### config.mk
export PLATFORM = sky130hd
export DESIGN_NAME = bus_arbiter_flat
export DESIGN_NICKNAME = d
export VERILOG_FILES = /design/src/rtl/bus_arbiter_if.sv /design/src/rtl/bus_arbiter.sv /design/src/flat_wrapper.sv
export SDC_FILE = /design/constraint.sdc
export NUM_CORES = 1
export LEC_CHECK = 0
export CAP_MARGIN = 20
export CORE_ASPECT_RATIO = 1.25
export CORE_UTILIZATION = 53
export DETAILED_ROUTE_END_ITERATION = 10
export PLACE_DENSITY_LB_ADDON = 0.2
export REMOVE_ABC_BUFFERS = 1
export SLEW_MARGIN = 20
export SYNTH_ARGS = -nofsm -noshare
export SYNTH_HDL_FRONTEND = slang
export SYNTH_SLANG_ARGS = --single-unit
### constraint.sdc
create_clock -name clock -period 3.8 [get_ports clock]
set_input_delay 0.76 -clock clock [delete_from_list [all_inputs] [get_ports clock]]
set_output_delay 0.76 -clock clock [all_outputs]
set_load 0.05 [all_outputs]
### src/rtl/bus_arbiter_if.sv
// Request/grant bundle between the cores and the central bus arbiter.
interface bus_arbiter_if #(
  parameter int unsigned NUM_CORES = 4
);
  localparam int unsigned OWNER_W = $clog2(NUM_CORES);

  logic [NUM_CORES-1:0] D_Bus_RQ;
  logic [NUM_CORES-1:0] I_Bus_RQ;
  logic [NUM_CORES-1:0] D_Bus_GRANT;
  logic [NUM_CORES-1:0] I_Bus_GRANT;
  logic [OWNER_W-1:0]   D_Bus_Owner;
  logic [OWNER_W-1:0]   I_Bus_Owner;

  // Core side: raises requests, observes grants.
  modport master (
    output D_Bus_RQ, I_Bus_RQ,
    input  D_Bus_GRANT, I_Bus_GRANT, D_Bus_Owner, I_Bus_Owner
  );

  // Arbiter side: samples requests, drives grants.
  modport slave (
    input  D_Bus_RQ, I_Bus_RQ,
    output D_Bus_GRANT, I_Bus_GRANT, D_Bus_Owner, I_Bus_Owner
  );
endinterface

### src/rtl/bus_arbiter.sv
// Round-robin arbiter for the shared Data and Instruction buses.
// One engine per bus; a dead cycle always separates consecutive owners.

module bus_arbiter_engine #(
  parameter int unsigned NUM_CORES = 4,
  parameter int unsigned OWNER_W   = $clog2(NUM_CORES)
) (
  input  logic                 clock,
  input  logic                 reset,
  input  logic [NUM_CORES-1:0] rq,
  output logic [NUM_CORES-1:0] grant,
  output logic [OWNER_W-1:0]   owner
);
  typedef enum logic [1:0] {
    IDLE       = 2'd0,
    GRANTED    = 2'd1,
    TURNAROUND = 2'd2
  } state_t;

  state_t             state;
  logic [OWNER_W-1:0] ptr;
  logic [OWNER_W-1:0] idx_c;
  logic [OWNER_W-1:0] winner_c;
  logic [OWNER_W-1:0] next_ptr_c;
  logic               any_c;

  // First requester found scanning upward from ptr with wrap-around.
  always_comb begin
    any_c    = 1'b0;
    winner_c = '0;
    idx_c    = '0;
    for (int unsigned k = 0; k < NUM_CORES; k++) begin
      idx_c = OWNER_W'((32'(ptr) + k) % NUM_CORES);
      if (!any_c && rq[idx_c]) begin
        any_c    = 1'b1;
        winner_c = idx_c;
      end
    end
    next_ptr_c = OWNER_W'((32'(winner_c) + 32'd1) % NUM_CORES);
  end

  // Ownership FSM; turnaround arbitrates like idle but only after the dead cycle.
  always_ff @(posedge clock) begin
    if (reset) begin
      state <= IDLE;
      grant <= '0;
      owner <= '0;
      ptr   <= '0;
    end else begin
      case (state)
        IDLE, TURNAROUND: begin
          if (any_c) begin
            grant <= NUM_CORES'(1) << winner_c;
            owner <= winner_c;
            ptr   <= next_ptr_c;
            state <= GRANTED;
          end else begin
            grant <= '0;
            state <= IDLE;
          end
        end
        GRANTED: begin
          if (!rq[owner]) begin
            grant <= '0;
            state <= TURNAROUND;
          end
        end
        default: begin
          grant <= '0;
          state <= IDLE;
        end
      endcase
    end
  end
endmodule

module bus_arbiter #(
  parameter int unsigned NUM_CORES = 4
) (
  input  logic          clock,
  input  logic          reset,
  bus_arbiter_if.slave  bus
);
  localparam int unsigned OWNER_W = $clog2(NUM_CORES);

  // Data bus engine.
  bus_arbiter_engine #(
    .NUM_CORES (NUM_CORES),
    .OWNER_W   (OWNER_W)
  ) u_d_engine (
    .clock (clock),
    .reset (reset),
    .rq    (bus.D_Bus_RQ),
    .grant (bus.D_Bus_GRANT),
    .owner (bus.D_Bus_Owner)
  );

  // Instruction bus engine, fully independent of the data engine.
  bus_arbiter_engine #(
    .NUM_CORES (NUM_CORES),
    .OWNER_W   (OWNER_W)
  ) u_i_engine (
    .clock (clock),
    .reset (reset),
    .rq    (bus.I_Bus_RQ),
    .grant (bus.I_Bus_GRANT),
    .owner (bus.I_Bus_Owner)
  );
endmodule

### src/flat_wrapper.sv
// flat-port wrapper written by rule: the top's interface ports become plain ports
module bus_arbiter_flat 
#(
  parameter int unsigned NUM_CORES = 4
)
  (clock, reset, bus_D_Bus_RQ, bus_I_Bus_RQ, bus_D_Bus_GRANT, bus_I_Bus_GRANT, bus_D_Bus_Owner, bus_I_Bus_Owner);
  bus_arbiter_if #(.NUM_CORES(NUM_CORES)) bus_i ();
  input  logic clock;
  input  logic reset;
  input wire logic [$bits(bus_i.D_Bus_RQ)-1:0] bus_D_Bus_RQ;
  input wire logic [$bits(bus_i.I_Bus_RQ)-1:0] bus_I_Bus_RQ;
  output wire logic [$bits(bus_i.D_Bus_GRANT)-1:0] bus_D_Bus_GRANT;
  output wire logic [$bits(bus_i.I_Bus_GRANT)-1:0] bus_I_Bus_GRANT;
  output wire logic [$bits(bus_i.D_Bus_Owner)-1:0] bus_D_Bus_Owner;
  output wire logic [$bits(bus_i.I_Bus_Owner)-1:0] bus_I_Bus_Owner;
  assign bus_i.D_Bus_RQ = bus_D_Bus_RQ;
  assign bus_i.I_Bus_RQ = bus_I_Bus_RQ;
  assign bus_D_Bus_GRANT = bus_i.D_Bus_GRANT;
  assign bus_I_Bus_GRANT = bus_i.I_Bus_GRANT;
  assign bus_D_Bus_Owner = bus_i.D_Bus_Owner;
  assign bus_I_Bus_Owner = bus_i.I_Bus_Owner;
  bus_arbiter #(.NUM_CORES(NUM_CORES)) u_core (.clock(clock), .reset(reset), .bus(bus_i));
endmodule
# Word level (Yosys, flattened, before mapping)
# Index checks and enable logic that the tools add are counted.
# classes
n_reduce_logical,18
n_mux,48
shifts,2
addsub,8
order_cmp,10
eq_ne,6
# op_table
operator,n
< comparator 2 x 3 -> 1 bit (second input constant),10
binary-select mux 1 bit (select 2 bit),10
2-to-1 mux 1 bit,20
2-to-1 mux 2 bit,10
2-to-1 mux 4 bit,4
case mux 4 bit (2 select lines),2
adder 2 x 1 -> 2 bit (second input constant),4
adder 2 bit (second input constant),4
case mux 2 bit (2 select lines),2
left shift 1 x 2 -> 4 bit (first input constant),2
logical AND 1 bit,6
zero test 1 bit,6
equality test 2 x 1 -> 1 bit (second input constant),2
equality test 2 bit (second input constant),2
zero test 2 bit,2
!= test 2 bit (second input constant),2
AND reduction 2 bit,2
OR reduction 2 bit,2
# totals
output_inout_bits,12
elab_cells,100
inputBits,10
regBits,20

# Logic depth before layout (Yosys ltp)
# Gate-level depths: netlist of run 1.
# depth
ltp_word,15
mapped_depth,7

# Hierarchy
# A second synthesis of run 1 with hierarchy kept.
# unflattened
cells_unflattened,102
area_unflattened_um2,958.4
# by_module_without_submodules
module,n_inst,cells_per_inst,area_each_um2
bus_arbiter_engine at u_core.u_d_engine,1,51,489.2
bus_arbiter_engine at u_core.u_i_engine,1,51,469.2

# Worst setup path after synthesis of run 1
# OpenSTA, ideal clock, no wires.
# synth_path
path_type,input port to flip-flop
startpoint,in bus_D_Bus_RQ[2]
endpoint,reg u_core.u_d_engine.ptr[1]
setup_ns,0.132
path_buffers,0
required_ns,3.668
stages,7
setup_slack_ns,1.773
arrival_ns,1.895
cell_sequence,nor2b_1 > a21boi_0 > o32ai_1 > inv_1 > ha_1 > nand2_1 > a21oi_1
# synth_between
elab_chain_cells,13
elab_cells_between_ends,24
classes_between,add/sub: 1; mux: 16; reduce/logical: 7
# synth_rtl
item,line,source
from (decl),flat_wrapper.sv:10,input wire logic [$bits(bus_i.D_Bus_RQ)-1:0] bus_D_Bus_RQ;
binary-select mux 1 bit (select 2 bit),bus_arbiter.sv:34,if (!any_c && rq[idx_c]) begin
2-to-1 mux 1 bit (not written as such),bus_arbiter.sv:34,
2-to-1 mux 1 bit,bus_arbiter.sv:34,
zero test 1 bit,bus_arbiter.sv:34,
logical AND 1 bit,bus_arbiter.sv:34,
2-to-1 mux 1 bit,bus_arbiter.sv:34,
zero test 1 bit,bus_arbiter.sv:34,
logical AND 1 bit,bus_arbiter.sv:34,
2-to-1 mux 1 bit,bus_arbiter.sv:34,
zero test 1 bit,bus_arbiter.sv:34,
logical AND 1 bit,bus_arbiter.sv:34,
2-to-1 mux 2 bit (*),bus_arbiter.sv:34,
net u_core.u_d_engine.winner_c[1],bus_arbiter.sv:23,logic [OWNER_W-1:0] winner_c;
adder 2 x 1 -> 2 bit (*),bus_arbiter.sv:39,next_ptr_c = OWNER_W'((32'(winner_c) + 32'd1) % NUM_CORES);
net u_core.u_d_engine.next_ptr_c[1],bus_arbiter.sv:24,logic [OWNER_W-1:0] next_ptr_c;
to (signal assigned),bus_arbiter.sv:55,ptr <= next_ptr_c;
to (decl),bus_arbiter.sv:21,logic [OWNER_W-1:0] ptr;
# The timed path passes the listed nets; every way through them passes the cells marked *. The select of a mux whose other input is x is not followed.
# A chain may end at the register's enable or synchronous reset.

# Worst setup path after layout of run 1
# Same ends and word-level chain as after synthesis.

==> results of run 1 <==
[layer usage]
layer	part of all wire, %	wire length (µm)	global-route usage, %	vias to the layer above
met1	44	915	24.0	420
met5	0	0	0	-
li1	-	-	-	473
met3	3.2	67	2.12	6
met2	51	1060	39.3	22
met4	2.4	50	10.2	0
[layout make-up]
cell class                 count  area [µm²]
clock buffer                   3        22.5
timing repair buffer          21         210
fill                         154         523
tap                           19        23.8
sequential                    20         400
inverter                       6        22.5
multi-input combinational     91         606
[flip-flops by register name, summed over array words and instances (netlist names)]
signal / flops
u_core.u_d_engine.grant: 4
u_core.u_i_engine.grant: 4
u_core.u_d_engine.owner: 2
u_core.u_d_engine.ptr: 2
u_core.u_d_engine.state: 2
u_core.u_i_engine.owner: 2
u_core.u_i_engine.ptr: 2
u_core.u_i_engine.state: 2
[cells in the final DEF, fill, tap and decap left out, types with 2 or more instances in the layout]
master | netlist | final
nand3_1 | 2 | 2
nand2b_1 | 2 | 2
mux2i_1 | 3 | 3
a22o_1 | 4 | 4
clkbuf_4 | 0 | 3
ha_1 | 8 | 8
a21oi_1 | 13 | 13
a21o_1 | 2 | 2
nor2b_1 | 3 | 3
nor3_1 | 4 | 4
o21ai_0 | 6 | 6
a211oi_1 | 2 | 2
clkdlybuf4s50_1 | 0 | 21
dfxtp_1 | 20 | 20
o22ai_1 | 2 | 2
inv_1 | 6 | 6
nor2_1 | 10 | 10
nand2_1 | 12 | 12
[kinds of logic after synthesis]
logic type / after synthesis / share of synthesized area (%)
compound gates: 36 / 22.0
mux: 4 / 5.07
flops: 20 / 38.6
fa+ha+maj: 8 / 9.65
buf+inv: 8 / 3.01
simple gates: 43 / 21.7
[report_power, final]
group / leakage, nW / internal, mW / switching (mW) / total [mW]
logic: 0.341 / 0.0796 / 0.122 / 0.202
clock network: 0.0138 / 0.0368 / 0.0581 / 0.0949
registers: 0.164 / 0.235 / 0.0221 / 0.257
total: 0.519 / 0.351 / 0.202 / 0.554
[through the flow]
stage	setup slack, ps	instance area, µm²	hold slack, ps	instances	util [%]
floorplan	1790	1030	390	117	-
global placement	1220	1260	402	157	69.8
detailed placement	1120	1260	413	157	69.8
CTS	1440	1280	432	160	71.1
global route	1350	1280	446	160	71.1
finish	1450	1280	429	160	71.1
[path summary, 6_finish.rpt]
check | from | end | slack [ps] | cells after the start
hold / removal | u_core.u_d_engine.state[1] | u_core.u_d_engine.state[1] | 430 | 1
hold reg to reg | u_core.u_d_engine.state[1] | u_core.u_d_engine.state[1] | 430 | 1
setup reg to reg | u_core.u_i_engine.ptr[1] | u_core.u_i_engine.ptr[1] | 2100 | 7
setup / recovery | bus_D_Bus_RQ[2] | u_core.u_d_engine.ptr[1] | 1450 | 8
==> results.json, run 1 <==
{
  "wl_um": 2100,
  "synth.top_cells.by_area": "dfxtp_1 39%, ha_1 9.7%, a21oi_1 6.3%, nand2_1 4.3%, nor2_1 3.6%",
  "rows": 17,
  "timing.fmax_ghz": 0.425,
  "clock_path_buffers": 2,
  "start_util_pct": 57.4,
  "cts_made_buffers": 3,
  "max_cap_violations": 0,
  "outcome": "completed",
  "peakVddDrop_mv": 0.261,
  "grt_max_degree": 19,
  "start_kind": "input pin",
  "grt.total_usage_pct": 21.2,
  "num_antenna_cells": 0,
  "final_antenna_net_count": 0,
  "drcViolationCount": 0,
  "clock_skew_ps": 8.98,
  "path_delay_family": "compound AO/OA/AOI/OAI gates",
  "cts_tree": "yes",
  "dr.pass1.iters": 4,
  "slew_violations": 0,
  "critPathSlowestCell": "o32ai_1",
  "drive_gt1_share_pct": 6.38,
  "clk_pin_slew_ps": 110,
  "final.period_utilization_pct": 61.8,
  "synth.avg_cell_area_um2": 8.72,
  "synth-seq-cells": 20,
  "cts_resized": 0,
  "drtIter0Drc": 15,
  "hpwl_um": 1590,
  "synth.top_cell.area_share_pct": 38.6,
  "cts_root_buf": "clkbuf_4",
  "antenna_found_initial": 0,
  "syn_to_final_growth_pct": 23.9,
  "powerDensity_nw_per_um2": 431,
  "cpPeakStageDelay_ps": 460,
  "gp_congestion": 0.873,
  "fp.coreArea_um2": 1810,
  "die_h_um": 51.5,
  "die_area_um2": 2140,
  "ys.flop_type": "dfxtp_1",
  "yosysMostFrequentCell": "dfxtp_1",
  "crit_buf_inv": 2,
  "synth_area_leader_cell": "dfxtp_1",
  "die_width_um": 41.6,
  "cts_setup_buffers": 0,
  "p_leak_nw": 0.519,
  "grt_overflow_total": 0,
  "synth_edf_count": 0,
  "insertion_delay_ps": 290,
  "synthArstFlopShare_pct": 0,
  "fin_crit_ps": 2350,
  "rsz0062_at_grt": "no",
  "yosysWarnings": 0,
  "cts-htree-levels": 1,
  "worst_pin_slew_ps": 683,
  "total_power_mw": 0.554,
  "portBuffers": 21,
  "cts.sinks": 20,
  "crit_required_ps": 3960,
  "endpoint_kind": "flip-flop",
  "synth.distinct_cells": 36,
  "hold_viol_final": 0,
  "synthTopCellsByCount": "20 x dfxtp_1, 13 x a21oi_1, 12 x nand2_1",
  "crit_chain": "clkdlybuf4s50_1, nor2b_1, a21boi_0, o32ai_1, inv_1, ha_1, nand2_1, a21oi_1",
  "ctsHoldBuffers": 0,
  "setup_viol": 0,
  "grt_pass1_vias": 882,
  "ys_seq_area_share_pct": 38.6,
  "cp_max_fo": 4,
  "via_per_inst": 5.76,
  "syn_area_um2": 1040,
  "synthCells": 119,
  "vias": 921,
  "tns_ps": 0,
  "grt_pass1_wl_um": 3560,
  "worstPathArrival_ps": 2510,
  "wire_per_inst_um": 13.1,
  "nNetsFinal": 161,
  "crit_type": "in2reg",
  "relSlewSlack_pct": 54.3,
  "hold_class": "reg2reg",
  "pin_count": 22
}
Power figures use the tool's default switching activity.
==> run 2: changes to the inputs <==
--- a/config.mk
+++ b/config.mk
@@ -7,7 +7,7 @@
 export LEC_CHECK = 0
 export CAP_MARGIN = 20
 export CORE_ASPECT_RATIO = 1.25
-export CORE_UTILIZATION = 53
+export CORE_UTILIZATION = 49
 export DETAILED_ROUTE_END_ITERATION = 10
 export PLACE_DENSITY_LB_ADDON = 0.2
 export REMOVE_ABC_BUFFERS = 1
==> constraint.sdc (replaced) <==
create_clock -name clock -period 2.4 [get_ports clock]
set_input_delay 0.48 -clock clock [delete_from_list [all_inputs] [get_ports clock]]
set_output_delay 0.48 -clock clock [all_outputs]
set_load 0.05 [all_outputs]
==> results.json, run 2 (synthesis gave the netlist of run 1 again) <==
{
  "rsz0062_at_grt": "no",
  "cts_tree": "yes",
  "fin_crit_ps": 2070,
  "placed_area_um2": 1290,
  "num_antenna_cells": 0,
  "layout.cells.non_filler": 165,
  "crit_required_ps": 1920,
  "final_area_um2": 1340,
  "final_common_cell": "clkdlybuf4s50_1",
  "grt_overflow_total": 0,
  "fin_ws_ps": 330,
  "p_leak_nw": 0.547,
  "gp_congestion": 0.818,
  "hold_class": "reg2reg",
  "start_kind": "flip-flop",
  "grt_pass1_wl_um": 3630,
  "crit_buf_inv": 1,
  "syn_to_final_growth_pct": 29.1,
  "reg_top3": "u_core.u_d_engine.grant x4, u_core.u_i_engine.grant x4",
  "drtIter0Drc": 19,
  "powerDensity_nw_per_um2": 759,
  "total_power_mw": 1.02,
  "hold_ws_ps": 435,
  "setup_viol": 0,
  "place_ws_ps": 214,
  "postLayoutCoreUtil_pct": 67.6,
  "hold_viol_final": 0,
  "die_area_um2": 2310,
  "clock_skew_ps": 10.9,
  "path_delay_family": "buffers and inverters",
  "wl_um": 2180,
  "placed_cells": 161,
  "die_width_um": 43.2,
  "peakVddDrop_mv": 0.505,
  "fp.coreArea_um2": 1980,
  "start_util_pct": 52.3,
  "critPathSlowestCell": "clkdlybuf4s50_1",
  "portBuffers": 21,
  "cpPeakStageDelay_ps": 840,
  "die_h_um": 53.4,
  "insertion_delay_ps": 300,
  "cts_made_buffers": 3,
  "wire_per_inst_um": 13.2,
  "worstPathArrival_ps": 1590,
  "rows": 18,
  "pin_count": 22,
  "crit_chain": "clkdlybuf4s50_1",
  "relSlewSlack_pct": 66.3,
  "slew_violations": 0,
  "hpwl_um": 1690,
  "cts_resized": 0,
  "final_antenna_net_count": 0,
  "drive_gt1_share_pct": 8.97,
  "crit_type": "reg2out",
  "antenna_found_initial": 0,
  "via_per_inst": 5.73,
  "outcome": "completed",
  "worst_pin_slew_ps": 504,
  "ctsHoldBuffers": 0,
  "tns_ps": 0,
  "dr.pass1.iters": 4,
  "endpoint_kind": "output pin",
  "nNetsFinal": 164,
  "drcViolationCount": 0,
  "cts_setup_buffers": 0,
  "grt_max_degree": 13,
  "clk_pin_slew_ps": 110,
  "vias": 946,
  "clock_path_buffers": 2,
  "final.period_utilization_pct": 86.2,
  "max_cap_violations": 0,
  "timing.fmax_ghz": 0.483,
  "layout_common_cells": "21 x clkdlybuf4s50_1, 20 x dfxtp_1, 13 x a21oi_1",
  "grt_pass1_vias": 902,
  "cts.sinks": 20,
  "grt.total_usage_pct": 20.8,
  "cts_root_buf": "clkbuf_4",
  "cts-htree-levels": 1,
  "fill_cells": 156,
  "cp_max_fo": 6
}
[run 2: worst register-to-register path, delay by kind of cell, from the launching register on]
| kind | cells | cell delay, ps |
|---|---|---|
| simple gates | 3 | 520 |
| flops | 1 | 440 |
| mux | 1 | 210 |
| fa+ha+maj | 1 | 200 |
| buf+inv | 1 | 120 |
| compound gates | 1 | 60 |
[run 2: path summary, 6_finish.rpt]
kind / startpoint / slack, ps / endpoint / cells past startpoint
max: u_core.u_i_engine.owner[0] / 330 / bus_I_Bus_Owner[0] / 1
max reg2reg: u_core.u_i_engine.ptr[1] / 760 / u_core.u_i_engine.grant[0] / 7
min: u_core.u_d_engine.state[1] / 440 / u_core.u_d_engine.state[1] / 1
min reg2reg: u_core.u_d_engine.state[1] / 440 / u_core.u_d_engine.state[1] / 1
[run 2: cell type report]
cell class                 count  area [µm²]  share of cell area [%]
multi-input combinational     91         606                    45.2
sequential                    20         400                    29.9
timing repair buffer          24         233                    17.4
clock inverter                 1        30.0                    2.24
tap                           20        25.0                    1.87
clock buffer                   3        22.5                    1.68
inverter                       6        22.5                    1.68
[run 2: power by group]
| group | total (mW) | internal, mW | switching [mW] |
|---|---|---|---|
| Sequential | 0.407 | 0.372 | 0.0346 |
| Combinational | 0.335 | 0.136 | 0.199 |
| Clock | 0.275 | 0.169 | 0.106 |
| Total | 1.02 | 0.677 | 0.340 |
[run 2: metal layers]
layer / track usage (%) / vias to the layer above / part of all wire [%]
met3: 2.39 / 6 / 3.6
met2: 37.3 / 24 / 53
met1: 24.0 / 436 / 41
met4: 10.6 / 0 / 1.6
li1: - / 480 / -
met5: 0 / - / 0
==> run 3: changes to the inputs <==
--- a/config.mk
+++ b/config.mk
@@ -6,7 +6,7 @@
 export NUM_CORES = 1
 export LEC_CHECK = 0
 export CAP_MARGIN = 20
-export CORE_ASPECT_RATIO = 1.25
+export CORE_ASPECT_RATIO = 1.1
 export CORE_UTILIZATION = 49
 export DETAILED_ROUTE_END_ITERATION = 10
 export PLACE_DENSITY_LB_ADDON = 0.2
==> results.json, run 3 (synthesis gave the netlist of run 1 again) <==
{
  "reg2reg_to": "u_core.u_i_engine.grant[2]",
  "max_cap_violations": 0,
  "dr.pass1.iters": 4,
  "start_util_pct": 51.9,
  "powerDensity_nw_per_um2": 700,
  "endpoint_kind": "output pin",
  "switching_share_pct": 35.7,
  "crit_buf_inv": 1,
  "die_h_um": 50.3,
  "switching_power_mw": 0.333,
  "total_power_mw": 0.932,
  "nNetsFinal": 164,
  "grt_overflow_total": 0,
  "hpwl_um": 1690,
  "crit_required_ps": 1920,
  "setup_viol": 0,
  "min_path_cells": 1,
  "placed_cells": 169,
  "grt_pass1_wl_um": 3490,
  "timing.fmax_ghz": 0.484,
  "p_clk_share_pct": 20.5,
  "clock_skew_ps": 2.62,
  "drtIter0Drc": 15,
  "pin_count": 22,
  "grt.total_usage_pct": 20.5,
  "die_width_um": 45.9,
  "gp_congestion": 0.824,
  "cpPeakStageDelay_ps": 850,
  "tns_ps": 0,
  "worstPathArrival_ps": 1580,
  "cts_root_buf": "clkbuf_4",
  "p_leak_nw": 0.541,
  "reg2reg_slack_ps": 730,
  "fin_ws_ps": 336,
  "rsz0062_at_grt": "no",
  "wire_per_inst_um": 12.5,
  "reg2reg_from": "u_core.u_i_engine.ptr[1]",
  "rows": 17,
  "wl_um": 2170,
  "fp.coreArea_um2": 2000,
  "final.period_utilization_pct": 86.0,
  "layout.cells.non_filler": 173,
  "grt_max_degree": 15,
  "place_ws_ps": 163,
  "multi_input_area_um2": 606,
  "fin_crit_ps": 2060,
  "peakVddDrop_mv": 0.509,
  "worst_pin_slew_ps": 508,
  "clk_pin_slew_ps": 110,
  "final_area_um2": 1330,
  "cts-htree-levels": 1,
  "placed_area_um2": 1300,
  "cts.sinks": 20,
  "hold_viol_final": 0,
  "cts_made_buffers": 3,
  "final_common_cell": "clkdlybuf4s50_1",
  "hp-start": "u_core.u_d_engine.state[1]",
  "critPathSlowestCell": "clkdlybuf4s50_1",
  "hold_class": "reg2reg",
  "outcome": "completed",
  "layout_common_cells": "21 x clkdlybuf4s50_1, 20 x dfxtp_1, 13 x a21oi_1",
  "fill_cells": 174,
  "path_delay_family": "buffers and inverters",
  "cts_setup_buffers": 0,
  "ctsHoldBuffers": 0,
  "reg_top3": "u_core.u_d_engine.grant x4, u_core.u_i_engine.grant x4",
  "grt_pass1_vias": 831,
  "hold_end": "u_core.u_d_engine.state[1]",
  "start_kind": "flip-flop",
  "p_int_mw": 0.599,
  "slew_violations": 0,
  "cts_tree": "yes",
  "cp_max_fo": 6,
  "antenna_found_initial": 0,
  "reg2reg_depth": 7,
  "relSlewSlack_pct": 66.0,
  "pwr-share-seq_pct": 43.7,
  "seq_area_um2": 400,
  "vias": 968,
  "cts_resized": 0,
  "final_antenna_net_count": 0,
  "die_area_um2": 2300,
  "insertion_delay_ps": 290,
  "drcViolationCount": 0,
  "clock_path_buffers": 2,
  "num_antenna_cells": 0,
  "crit_chain": "clkdlybuf4s50_1",
  "combPwrFrac_pct": 35.8,
  "via_per_inst": 5.60,
  "portBuffers": 21,
  "syn_to_final_growth_pct": 28.5,
  "drive_gt1_share_pct": 8.97,
  "crit_type": "reg2out"
}
## run 3: cell count changes in the layout (fill, tap and decap cells not counted), sizes merged
cell,previous run,this run
clkbuf,3,4
bufinv,1,0
## run 3: layout make-up
cell class	instances	area share (%)
well taps	28	2.63
clock buffers	4	2.72
multi-input cells	91	45.4
flip-flops and latches	20	30.0
repair buffers	24	17.5
inverters	6	1.69
## run 3: layer usage
layer	routed length, µm	share of wire, %	track usage (%)	up-vias
li1	-	-	-	478
met4	54	2.5	10.3	0
met2	1090	50	35.0	40
met1	920	42	23.0	444
met5	0	0	0	-
met3	106	4.9	4.32	6
## run 3: how the worst max path moves through the flow
stage	start	end	slack [ps]	depth (start not counted)
5_1_grt	u_core.u_i_engine.owner[0]	bus_I_Bus_Owner[0]	260	1
6_report	u_core.u_i_engine.owner[0]	bus_I_Bus_Owner[0]	340	1
4_1_cts	u_core.u_i_engine.owner[0]	bus_I_Bus_Owner[0]	330	1
2_1_floorplan	bus_D_Bus_RQ[2]	u_core.u_d_engine.ptr[1]	670	7
3_5_place_dp	bus_D_Bus_RQ[2]	u_core.u_d_engine.ptr[1]	160	8
3_3_place_gp	bus_D_Bus_RQ[2]	u_core.u_d_engine.ptr[1]	230	8
## run 3: power groups by stage
stage / clock, mW / combinational (mW) / sequential (mW)
final: 0.191 / 0.334 / 0.407
after detailed placement: 0 / 0.332 / 0.415
after floorplan: 0 / 0.146 / 0.484
after global placement: 0 / 0.324 / 0.413
after CTS: 0.199 / 0.334 / 0.407
after global routing: 0.216 / 0.363 / 0.414
## run 3: stage by stage
step	hold slack (ps)	util [%]
after floorplan	390	-
after global placement	400	64.8
after detailed placement	415	64.8
after CTS	432	66.6
after global routing	444	66.6
final	427	66.6
